### src/rtl/csr_reg_file.sv
// CSR register file for the HDC core.
// Single-beat host requests over valid/ready; the response follows one cycle
// after the request fires. Drives static core configuration, one-cycle command
// pulses and instruction-memory writes. Returns core status on reads.
//
// Register index map (csr_req_addr_i is a register index):
//   0 CORE_SET        [0] start pulse, [1] busy (RO), [2] seq_test,
//                     [4:3] ima_mux, [5] imb_mux, [6] clear pulse
//   1 AM_NUM_PREDICT  [31:0]
//   2 AM_PREDICT (RO) [7:0] prediction, [8] valid (cleared by read)
//   3 INST_CTRL       [0] wr_mode, [1] dbg_mode, [2] clear pulse
//   4 INST_WRITE_ADDR [7:0], advances after each memory write strobe
//   5 INST_WRITE_DATA [31:0], strobes memory when wr_mode is set
//   6 INST_RDDBG_ADDR [7:0]
//   7 INST_PC (RO)    [7:0]
//   8 INST_AT_ADDR(RO)[31:0]
//   9 INST_LOOP_CTRL  [1:0]
//  10 LOOP_JUMP       [23:0]
//  11 LOOP_END        [23:0]
//  12 LOOP_COUNT      [23:0]
module csr_reg_file #(
    parameter int CsrDataWidth  = 32,
    parameter int InstAddrWidth = 8,
    parameter int InstWidth     = 32,
    parameter int PredWidth     = 8
) (
    input  logic                       clk_i,
    input  logic                       rst_ni,
    input  logic [CsrDataWidth-1:0]    csr_req_addr_i,
    input  logic [CsrDataWidth-1:0]    csr_req_data_i,
    input  logic                       csr_req_write_i,
    input  logic                       csr_req_valid_i,
    output logic                       csr_req_ready_o,
    output logic [CsrDataWidth-1:0]    csr_rsp_data_o,
    output logic                       csr_rsp_valid_o,
    input  logic                       csr_rsp_ready_i,
    output logic                       core_start_o,
    input  logic                       core_busy_i,
    output logic                       core_seq_test_o,
    output logic [1:0]                 core_ima_mux_o,
    output logic                       core_imb_mux_o,
    output logic                       core_clr_o,
    output logic [CsrDataWidth-1:0]    am_num_pred_o,
    input  logic [PredWidth-1:0]       am_pred_i,
    input  logic                       am_pred_valid_i,
    output logic                       inst_wr_mode_o,
    output logic                       inst_dbg_mode_o,
    output logic                       inst_clr_o,
    output logic [InstAddrWidth-1:0]   inst_wr_addr_o,
    output logic [InstWidth-1:0]       inst_wr_data_o,
    output logic                       inst_wr_en_o,
    output logic [InstAddrWidth-1:0]   inst_rddbg_addr_o,
    input  logic [InstAddrWidth-1:0]   inst_pc_i,
    input  logic [InstWidth-1:0]       inst_at_addr_i,
    output logic [1:0]                 loop_mode_o,
    output logic [3*InstAddrWidth-1:0] loop_jump_o,
    output logic [3*InstAddrWidth-1:0] loop_end_o,
    output logic [3*InstAddrWidth-1:0] loop_count_o
);

    localparam int LoopWidth = 3 * InstAddrWidth;

    typedef enum logic [0:0] {
        ST_IDLE = 1'b0,
        ST_RESP = 1'b1
    } state_t;

    state_t                  state_r;
    state_t                  state_s;
    logic                    fire_s;
    logic                    wr_s;
    logic                    rd_s;
    logic [CsrDataWidth-1:0] rdata_s;
    logic                    pred_valid_r;
    logic [PredWidth-1:0]    pred_r;

    assign fire_s = csr_req_valid_i & csr_req_ready_o;
    assign wr_s   = fire_s & csr_req_write_i;
    assign rd_s   = fire_s & ~csr_req_write_i;

    // Handshake state register.
    always_ff @(posedge clk_i or negedge rst_ni) begin
        if (!rst_ni) begin
            state_r <= ST_IDLE;
        end else begin
            state_r <= state_s;
        end
    end

    // Next-state: accept in IDLE, hold the response until the host takes it.
    always_comb begin
        state_s = state_r;
        case (state_r)
            ST_IDLE: begin
                if (fire_s) state_s = ST_RESP;
                else        state_s = ST_IDLE;
            end
            ST_RESP: begin
                if (csr_rsp_ready_i) state_s = ST_IDLE;
                else                 state_s = ST_RESP;
            end
            default: state_s = ST_IDLE;
        endcase
    end

    // Read mux over the current register contents; unmapped indices read zero.
    always_comb begin
        rdata_s = {CsrDataWidth{1'b0}};
        case (csr_req_addr_i)
            32'd0:   rdata_s = {26'd0, core_imb_mux_o, core_ima_mux_o,
                                core_seq_test_o, core_busy_i, 1'b0};
            32'd1:   rdata_s = am_num_pred_o;
            32'd2:   rdata_s = CsrDataWidth'({pred_valid_r, pred_r});
            32'd3:   rdata_s = {30'd0, inst_dbg_mode_o, inst_wr_mode_o};
            32'd4:   rdata_s = CsrDataWidth'(inst_wr_addr_o);
            32'd5:   rdata_s = CsrDataWidth'(inst_wr_data_o);
            32'd6:   rdata_s = CsrDataWidth'(inst_rddbg_addr_o);
            32'd7:   rdata_s = CsrDataWidth'(inst_pc_i);
            32'd8:   rdata_s = CsrDataWidth'(inst_at_addr_i);
            32'd9:   rdata_s = {30'd0, loop_mode_o};
            32'd10:  rdata_s = CsrDataWidth'(loop_jump_o);
            32'd11:  rdata_s = CsrDataWidth'(loop_end_o);
            32'd12:  rdata_s = CsrDataWidth'(loop_count_o);
            default: rdata_s = {CsrDataWidth{1'b0}};
        endcase
    end

    // Handshake outputs and response data, registered from the next state.
    always_ff @(posedge clk_i or negedge rst_ni) begin
        if (!rst_ni) begin
            csr_req_ready_o <= 1'b1;
            csr_rsp_valid_o <= 1'b0;
            csr_rsp_data_o  <= {CsrDataWidth{1'b0}};
        end else begin
            csr_req_ready_o <= (state_s == ST_IDLE);
            csr_rsp_valid_o <= (state_s == ST_RESP);
            if (fire_s) begin
                csr_rsp_data_o <= csr_req_write_i ? {CsrDataWidth{1'b0}} : rdata_s;
            end
        end
    end

    // Prediction latch: a new valid pulse beats the clear-on-read.
    always_ff @(posedge clk_i or negedge rst_ni) begin
        if (!rst_ni) begin
            pred_valid_r <= 1'b0;
            pred_r       <= {PredWidth{1'b0}};
        end else if (am_pred_valid_i) begin
            pred_valid_r <= 1'b1;
            pred_r       <= am_pred_i;
        end else if (rd_s && (csr_req_addr_i == 32'd2)) begin
            pred_valid_r <= 1'b0;
        end
    end

    // Writable configuration registers and one-cycle command pulses.
    always_ff @(posedge clk_i or negedge rst_ni) begin
        if (!rst_ni) begin
            core_start_o      <= 1'b0;
            core_clr_o        <= 1'b0;
            core_seq_test_o   <= 1'b0;
            core_ima_mux_o    <= 2'd0;
            core_imb_mux_o    <= 1'b0;
            am_num_pred_o     <= {CsrDataWidth{1'b0}};
            inst_wr_mode_o    <= 1'b0;
            inst_dbg_mode_o   <= 1'b0;
            inst_clr_o        <= 1'b0;
            inst_wr_addr_o    <= {InstAddrWidth{1'b0}};
            inst_wr_data_o    <= {InstWidth{1'b0}};
            inst_wr_en_o      <= 1'b0;
            inst_rddbg_addr_o <= {InstAddrWidth{1'b0}};
            loop_mode_o       <= 2'd0;
            loop_jump_o       <= {LoopWidth{1'b0}};
            loop_end_o        <= {LoopWidth{1'b0}};
            loop_count_o      <= {LoopWidth{1'b0}};
        end else begin
            core_start_o <= 1'b0;
            core_clr_o   <= 1'b0;
            inst_clr_o   <= 1'b0;
            inst_wr_en_o <= 1'b0;
            // The write address advances once the strobe has been presented.
            if (inst_wr_en_o) begin
                inst_wr_addr_o <= inst_wr_addr_o + {{(InstAddrWidth-1){1'b0}}, 1'b1};
            end
            if (wr_s) begin
                case (csr_req_addr_i)
                    32'd0: begin
                        // Clear dominates start; start is dropped while the core is busy.
                        core_start_o    <= csr_req_data_i[0] & ~csr_req_data_i[6] & ~core_busy_i;
                        core_clr_o      <= csr_req_data_i[6];
                        core_seq_test_o <= csr_req_data_i[2];
                        core_ima_mux_o  <= csr_req_data_i[4:3];
                        core_imb_mux_o  <= csr_req_data_i[5];
                    end
                    32'd1:  am_num_pred_o <= csr_req_data_i;
                    32'd3: begin
                        inst_wr_mode_o  <= csr_req_data_i[0];
                        inst_dbg_mode_o <= csr_req_data_i[1];
                        inst_clr_o      <= csr_req_data_i[2];
                    end
                    32'd4:  inst_wr_addr_o    <= csr_req_data_i[InstAddrWidth-1:0];
                    32'd5: begin
                        inst_wr_data_o <= csr_req_data_i[InstWidth-1:0];
                        inst_wr_en_o   <= inst_wr_mode_o;
                    end
                    32'd6:  inst_rddbg_addr_o <= csr_req_data_i[InstAddrWidth-1:0];
                    32'd9:  loop_mode_o       <= csr_req_data_i[1:0];
                    32'd10: loop_jump_o       <= csr_req_data_i[LoopWidth-1:0];
                    32'd11: loop_end_o        <= csr_req_data_i[LoopWidth-1:0];
                    32'd12: loop_count_o      <= csr_req_data_i[LoopWidth-1:0];
                    default: begin
                        // Read-only or unmapped: the write is dropped.
                    end
                endcase
            end
        end
    end

endmodule

### config.mk
export PLATFORM = sky130hd
export DESIGN_NAME = csr_reg_file
export DESIGN_NICKNAME = d
export VERILOG_FILES = /design/src/rtl/csr_reg_file.sv
export SDC_FILE = /design/constraint.sdc
export NUM_CORES = 1
export LEC_CHECK = 0
export ABC_AREA = 1
export BUFFER_PORTS_ARGS = -buffer_cell sky130_fd_sc_hd__buf_2
export CAP_MARGIN = 20
export CORE_UTILIZATION = 23
export CTS_BUF_LIST = sky130_fd_sc_hd__clkbuf_16
export CTS_CLUSTER_SIZE = 40
export DETAILED_ROUTE_END_ITERATION = 8
export GPL_TIMING_DRIVEN = 0
export HOLD_SLACK_MARGIN = 0.03
export PLACE_DENSITY = 0.48
export SKIP_LAST_GASP = 1
export SLEW_MARGIN = 20
export SYNTH_ARGS = -nofsm -noshare
export SYNTH_HDL_FRONTEND = slang
export SYNTH_SLANG_ARGS = --single-unit
### constraint.sdc
create_clock -name clk_i -period 5.04 [get_ports clk_i]
set_clock_uncertainty 0.05 [all_clocks]
set_input_delay 0 -clock clk_i [delete_from_list [all_inputs] [get_ports clk_i]]
set_output_delay 0 -clock clk_i [all_outputs]
set_load 0.03 [all_outputs]
==> results.sh, run 1 <==
export IMPL_diodes=0
export IMPL_clk_root_buffer_cell="clkbuf_16"
export IMPL_dieWidth_um=208
export IMPL_die_y_um=208
export IMPL_yosys_register_bits=207
export IMPL_synth_nets=1382
export IMPL_synth_main_ff_cell="dfrtp_1"
export IMPL_cp_required_ps=5400
export IMPL_drt_first_pass_iters=5
export IMPL_grtUsageTotal=0.207
export IMPL_place_hpwl_mm=31.7
export IMPL_routed_wl_mm=44.9
export IMPL_htreeDepth=1
export IMPL_synth_edff_count=0
export IMPL_final_nets=1835
export IMPL_final_area_mm2=0.0140
export IMPL_regArea_mm2=0.00518
export IMPL_clock_sinks=207
export IMPL_crit_type="flop to flop"
export IMPL_initial_core_util=0.235
export IMPL_fillCellCount=4445
export IMPL_gp_congestion=0.850
export IMPL_startpoint_type="flop"
export IMPL_worst_pin_slew_ps=951
export IMPL_drc=0
export IMPL_cp_depth=6
export IMPL_cp_common_cell="nand2_1"
export IMPL_rsz0062_at_grt="false"
export IMPL_ir_drop_uv=198
export IMPL_die_area_mm2=0.0431
export IMPL_pin_count=317
export IMPL_yosysMostFrequentCell="nand2_1"
export IMPL_antenna_found_initial=0
export IMPL_ys_seq_area_frac=0.533
export IMPL_hold_viol=0
export IMPL_placed_area_mm2=0.0120
export IMPL_grt_pass1_wl_mm=66.4
export IMPL_dp_slack_ps=1860
export IMPL_fin_tns_setup_ps=0
export IMPL_arrival_ps=3450
export IMPL_syn_cell_area_mm2=0.00972
export IMPL_gr_total_overflow=0
export IMPL_fin_crit_sh=0.614
export IMPL_grt_max_degree=90
export IMPL_power_density_mw_per_mm2=274
export IMPL_relSlewSlack=0.366
export IMPL_synth_avg_cell_area_um2=7.71
export IMPL_power_leakage_nw=7.57
export IMPL_cts_inserted_buffers=26
export IMPL_drive_gt1_frac=0.246
export IMPL_cpPeakStageDelay_ps=740
export IMPL_cp_num_buf_inv=1
export IMPL_ctsResizeCount=0
export IMPL_portBuffers=315
export IMPL_status="complete, no violations"
export IMPL_multi_input_area_mm2=0.00400
export IMPL_drt_iter0_markers=640
export IMPL_slowest_stage="nor2_2"
export IMPL_clock_latency_ps=560
export IMPL_final_core_util=0.338
export IMPL_hold_path_class="input pin to flop"
export IMPL_grt_pass1_vias=10300
export IMPL_cap_violations=0
export IMPL_critPathCaptureType="flop"
export IMPL_async_flop_share=1.00
export IMPL_layout_min_cycle_time_ps=3090
export IMPL_cts_tree="built"
export IMPL_avgViaCountPerCell=4.50
export IMPL_reg2reg_depth=6
export IMPL_routedWlPerCell_um=19.8
export IMPL_synth_cell_types=32
export IMPL_vias=10200
export IMPL_syn_to_final_growth_pct=43.5
export IMPL_hold_path_depth=8
export IMPL_clk_pin_slew_worst_paths_ps=60
export IMPL_core_mm2=0.0413
export IMPL_slew_violations=0
export IMPL_syn_inst=1262
export IMPL_ant_nets=0
export IMPL_cts_buffer_depth=3
export IMPL_crit_fanout=10
export IMPL_yosysTopAreaCell="dfrtp_1"
export IMPL_synthTopCellsByArea="dfrtp_1 (53%), nand2_1 (22%), o21ai_0 (6.5%), nor2_1 (3.6%), nand3_1 (2.7%)"
export IMPL_setup_viol=0
export IMPL_ys_warn_count=0
export IMPL_synthTopCellsByCount="nand2_1 (573), dfrtp_1 (206), o21ai_0 (126), nor2_1 (92), inv_1 (60)"
export IMPL_path_cells="nand2_1 -> nor2_2 -> nand2_1 -> clkbuf_1 -> nand2_1 -> o21ai_0"
export IMPL_max_freq_ghz=0.323
export IMPL_synth_top_area_share=0.530
export IMPL_cp_top_family="simple AND/OR/NAND/NOR gates"
export IMPL_rows=74
export IMPL_setup_slack_ps=1950
==> power breakdown <==
group          internal (W)  switching [W]
Combinational      0.000110       0.000163
Clock               0.00109       0.000770
Sequential          0.00168      0.0000107
Total               0.00288       0.000944
==> final cells by class <==
cell class	instances	area share
Multi-Input combinational cell	935	0.287
Inverter	64	0.0172
Tap cell	532	0.0477
Timing Repair Buffer	425	0.196
Sequential cell	207	0.371
Clock inverter	20	0.0131
Buffer	56	0.0215
Clock buffer	26	0.0466
==> through the flow <==
stage | cells | power, W | hold WS, ps
finish | 2265 | 0.00382 | 56.8
global route | 2265 | 0.00396 | 112
CTS | 2265 | 0.00388 | 33.6
detailed placement | 2111 | 0.00193 | -155
global placement | 2109 | 0.00192 | 167
floorplan | 1262 | 0.00179 | -346
==> routing by layer <==
layer  GRT usage  share of wire  wire (µm)
met1       0.275           0.45      20200
met2       0.339           0.46      20700
met3      0.0402          0.060       2680
met4      0.0626          0.029       1290
met5           0              0          0
==> worst paths after layout <==
| path | startpoint | end | slack, ps |
|---|---|---|---|
| worst min-delay path | csr_req_addr_i[2] | inst_clr_o | 60 |
| max in group asynchronous | rst_ni | loop_count_o[20] | 3910 |
| min in group asynchronous | rst_ni | inst_wr_addr_o[3] | 500 |
| worst max register to register | csr_req_ready_o | am_num_pred_o[12] | 1950 |
| worst min register to register | csr_rsp_data_o[27] | csr_rsp_data_o[27] | 430 |
| worst max-delay path | csr_req_ready_o | am_num_pred_o[12] | 1950 |
==> cells by family (layout without fill, tap and decap cells) <==
| kind of cell | after synthesis | count (layout) | synth area share |
|---|---|---|---|
| simple gates | 757 | 757 | 0.317 |
| compound gates | 172 | 172 | 0.0887 |
| xor+xnor | 4 | 4 | 0.00360 |
| buf+inv | 120 | 591 | 0.0556 |
| flops | 207 | 207 | 0.533 |
| mux | 1 | 1 | 0.00103 |
| fa+ha+maj | 1 | 1 | 0.00129 |
==> registers in the layout, summed over array words and instances, names as in the netlist, 2 cells and up <==
name,cells
am_num_pred_o,32
core_ima_mux_o,2
csr_rsp_data_o,32
inst_rddbg_addr_o,8
inst_wr_addr_o,8
inst_wr_data_o,32
loop_count_o,24
loop_end_o,24
loop_jump_o,24
loop_mode_o,2
pred_r,8
==> worst reg2reg max path, delay by kind of cell, from the launching register on <==
family / cells / cell delay (ps)
DFF: 1 / 570
buffers and inverters: 1 / 470
and+or+nand+nor: 4 / 1780
AOI/OAI and AO/OA: 1 / 100
==> what timing repair did <==
item,CTS,global route
hold buffers,108,0
endpoints found under the setup margin,0,0
buffers inserted,0,0
hold endpoints to repair,412,0
==> placed cells by master, fill, tap and decap left out, drive strengths merged <==
cell type | netlist | final
clkinvlp | 0 | 2
bufinv | 0 | 3
nand3 | 53 | 53
nand3b | 2 | 2
nand4 | 3 | 3
a21oi | 20 | 20
dlygate4sd3 | 0 | 107
or2 | 1 | 1
ha | 1 | 1
xor2 | 3 | 3
clkbuf | 21 | 47
clkinv | 1 | 13
nor2 | 106 | 106
o21ai | 151 | 151
dfstp | 1 | 1
nand2 | 589 | 589
xnor2 | 1 | 1
nor3b | 1 | 1
a31oi | 1 | 1
mux2i | 1 | 1
dfrtp | 206 | 206
inv | 63 | 66
nor4 | 2 | 2
buf | 35 | 353
Note: power is estimated with default switching activity, not from simulation.
==> inputs of run 2 (changes only) <==
- clock period: 5.04 -> 3 ns (I/O delays scaled with it)
==> run 2 against run 1 <==
Setup slack got worse by 1600 ps. Critical path type unchanged. Critical endpoint is now inst_rddbg_addr_o[7]. Largest power group unchanged. Via count increased by 0.28%. Sequential share of layout area down 0.053 points. Die area is the same. Count of clock-buffer cells in the layout is the same.
==> results.sh, run 2 (same netlist as run 1, synthesis figures left out) <==
export IMPL_status="complete, no violations"
export IMPL_routedWlPerCell_um=19.8
export IMPL_crit_type="flop to flop"
export IMPL_rr_endpoint="inst_rddbg_addr_o[7]"
export IMPL_cpPeakStageDelay_ps=740
export IMPL_avgViaCountPerCell=4.51
export IMPL_placed_cells=2111
export IMPL_setup_viol=0
export IMPL_cts_tree="built"
export IMPL_routed_wl_mm=44.8
export IMPL_crit_start="csr_req_ready_o"
export IMPL_antenna_found_initial=0
export IMPL_dieWidth_um=208
export IMPL_power_density_mw_per_mm2=460
export IMPL_core_mm2=0.0413
export IMPL_arrival_ps=3070
export IMPL_drt_first_pass_iters=5
export IMPL_largestRegisters="am_num_pred_o (32), csr_rsp_data_o (32), inst_wr_data_o (32)"
export IMPL_fillCellCount=4446
export IMPL_drive_gt1_frac=0.247
export IMPL_syn_to_final_growth_pct=43.7
export IMPL_rows=74
export IMPL_reg2reg_depth=5
export IMPL_clk_pin_slew_worst_paths_ps=60
export IMPL_crit_fanout=8
export IMPL_vias=10200
export IMPL_cp_num_buf_inv=1
export IMPL_worst_pin_slew_ps=959
export IMPL_cts_inserted_buffers=26
export IMPL_grtUsageTotal=0.207
export IMPL_initial_core_util=0.235
export IMPL_cp_depth=5
export IMPL_r2r_start="csr_req_ready_o"
export IMPL_relSlewSlack=0.361
export IMPL_final_common_cell="nand2_1"
export IMPL_ant_nets=0
export IMPL_cts_buffer_depth=3
export IMPL_power_leakage_nw=7.58
export IMPL_p_clk_frac=0.486
export IMPL_fin_tns_setup_ps=0
export IMPL_startpoint_type="flop"
export IMPL_ff2ff_setup_slack_ps=370
export IMPL_pin_count=317
export IMPL_portBuffers=315
export IMPL_place_hpwl_mm=31.7
export IMPL_cap_violations=0
export IMPL_layout_min_cycle_time_ps=2630
export IMPL_slowest_stage="dlygate4sd3_1"
export IMPL_cp_required_ps=3440
export IMPL_diodes=0
export IMPL_clock_sinks=207
export IMPL_grt_pass1_wl_mm=66.5
export IMPL_die_y_um=208
export IMPL_timing_hold_ws_ps=58.5
export IMPL_crit_path_end="inst_rddbg_addr_o[7]"
export IMPL_cp_top_family="simple AND/OR/NAND/NOR gates"
export IMPL_max_freq_ghz=0.380
export IMPL_clock_latency_ps=560
export IMPL_htreeDepth=1
export IMPL_clk_root_buffer_cell="clkbuf_16"
export IMPL_drt_iter0_markers=695
export IMPL_gr_total_overflow=0
export IMPL_path_cells="nand2_1 -> nor4_4 -> dlygate4sd3_1 -> nor2_1 -> a21oi_1"
export IMPL_pwr_share_seq=0.441
export IMPL_grt_max_degree=90
export IMPL_final_nets=1837
export IMPL_switchingPower_w=0.00159
export IMPL_hold_path_class="input pin to flop"
export IMPL_slew_violations=0
export IMPL_fin_crit_sh=0.878
export IMPL_final_cell_count_no_fill=2267
export IMPL_p_int_w=0.00484
export IMPL_critPathCaptureType="flop"
export IMPL_grt_pass1_vias=10300
export IMPL_hold_viol=0
export IMPL_final_cell_mix="nand2_1 (573), buf_2 (340), dfrtp_1 (206)"
export IMPL_die_area_mm2=0.0431
export IMPL_ir_drop_uv=332
export IMPL_p_sw_frac=0.247
export IMPL_gp_congestion=0.850
export IMPL_power_frac_comb=0.073
export IMPL_drc=0
export IMPL_rsz0062_at_grt="false"
==> run 2: timing repair <==
item                                    CTS  global route
resized for setup                         1             0
pin swaps                                 0             1
hold buffers                            108             0
endpoints found under the setup margin   29            21
setup buffers                             0             2
hold endpoints to repair                412             0
cloned                                    0             0
==> run 2: worst min path at each step <==
stage	from	to	slack, ps	depth (start not counted)
floorplan	rst_ni	am_num_pred_o[0]	-350	0
global placement	core_busy_i	core_start_o	170	2
detailed placement	rst_ni	inst_wr_addr_o[4]	-160	1
CTS	csr_req_addr_i[3]	inst_rddbg_addr_o[4]	30	8
global route	csr_req_addr_i[3]	inst_rddbg_addr_o[4]	110	8
finish	csr_req_addr_i[2]	inst_clr_o	60	8
==> run 2: metal layers <==
metal / GRT usage / share of wire
met5: 0 / 0
met4: 0.0626 / 0.029
met3: 0.0402 / 0.065
met2: 0.339 / 0.46
met1: 0.275 / 0.44
==> run 2: power groups by stage <==
stage               Sequential [W]  Combinational [W]  Clock, W
finish                     0.00284           0.000466   0.00312
global route               0.00284           0.000514   0.00330
CTS                        0.00284           0.000467   0.00322
detailed placement         0.00289           0.000358         0
global placement           0.00289           0.000345         0
floorplan                  0.00290          0.0000975         0
==> run 2: worst reg2reg max path, delay by kind of cell, from the launching register on <==
kind / cells / cell delay, ps
DFF: 1 / 580
AOI/OAI and AO/OA: 1 / 110
buffers and inverters: 1 / 740
and+or+nand+nor: 3 / 1110
==> run 2: cell type report <==
class,count,area (µm²),share of cell area
Sequential cell,207,5180,0.371
Multi-Input combinational cell,935,4010,0.287
Timing Repair Buffer,427,2750,0.197
Tap cell,532,666,0.0476
Clock buffer,26,651,0.0466
Buffer,56,300,0.0215
Inverter,64,240,0.0172
Clock inverter,20,183,0.0131
==> run 2: metrics by stage <==
| stage | power [W] | setup slack, ps | instance area, µm² | utilization |
|---|---|---|---|---|
| 2_1_floorplan | 0.00300 | 1120 | 9720 | - |
| 3_3_place_gp | 0.00323 | -2070 | 12000 | 0.290 |
| 3_5_place_dp | 0.00324 | -180 | 12000 | 0.291 |
| 4_1_cts | 0.00652 | 102 | 14000 | 0.338 |
| 5_1_grt | 0.00665 | 158 | 14000 | 0.338 |
| 6_report | 0.00643 | 366 | 14000 | 0.338 |
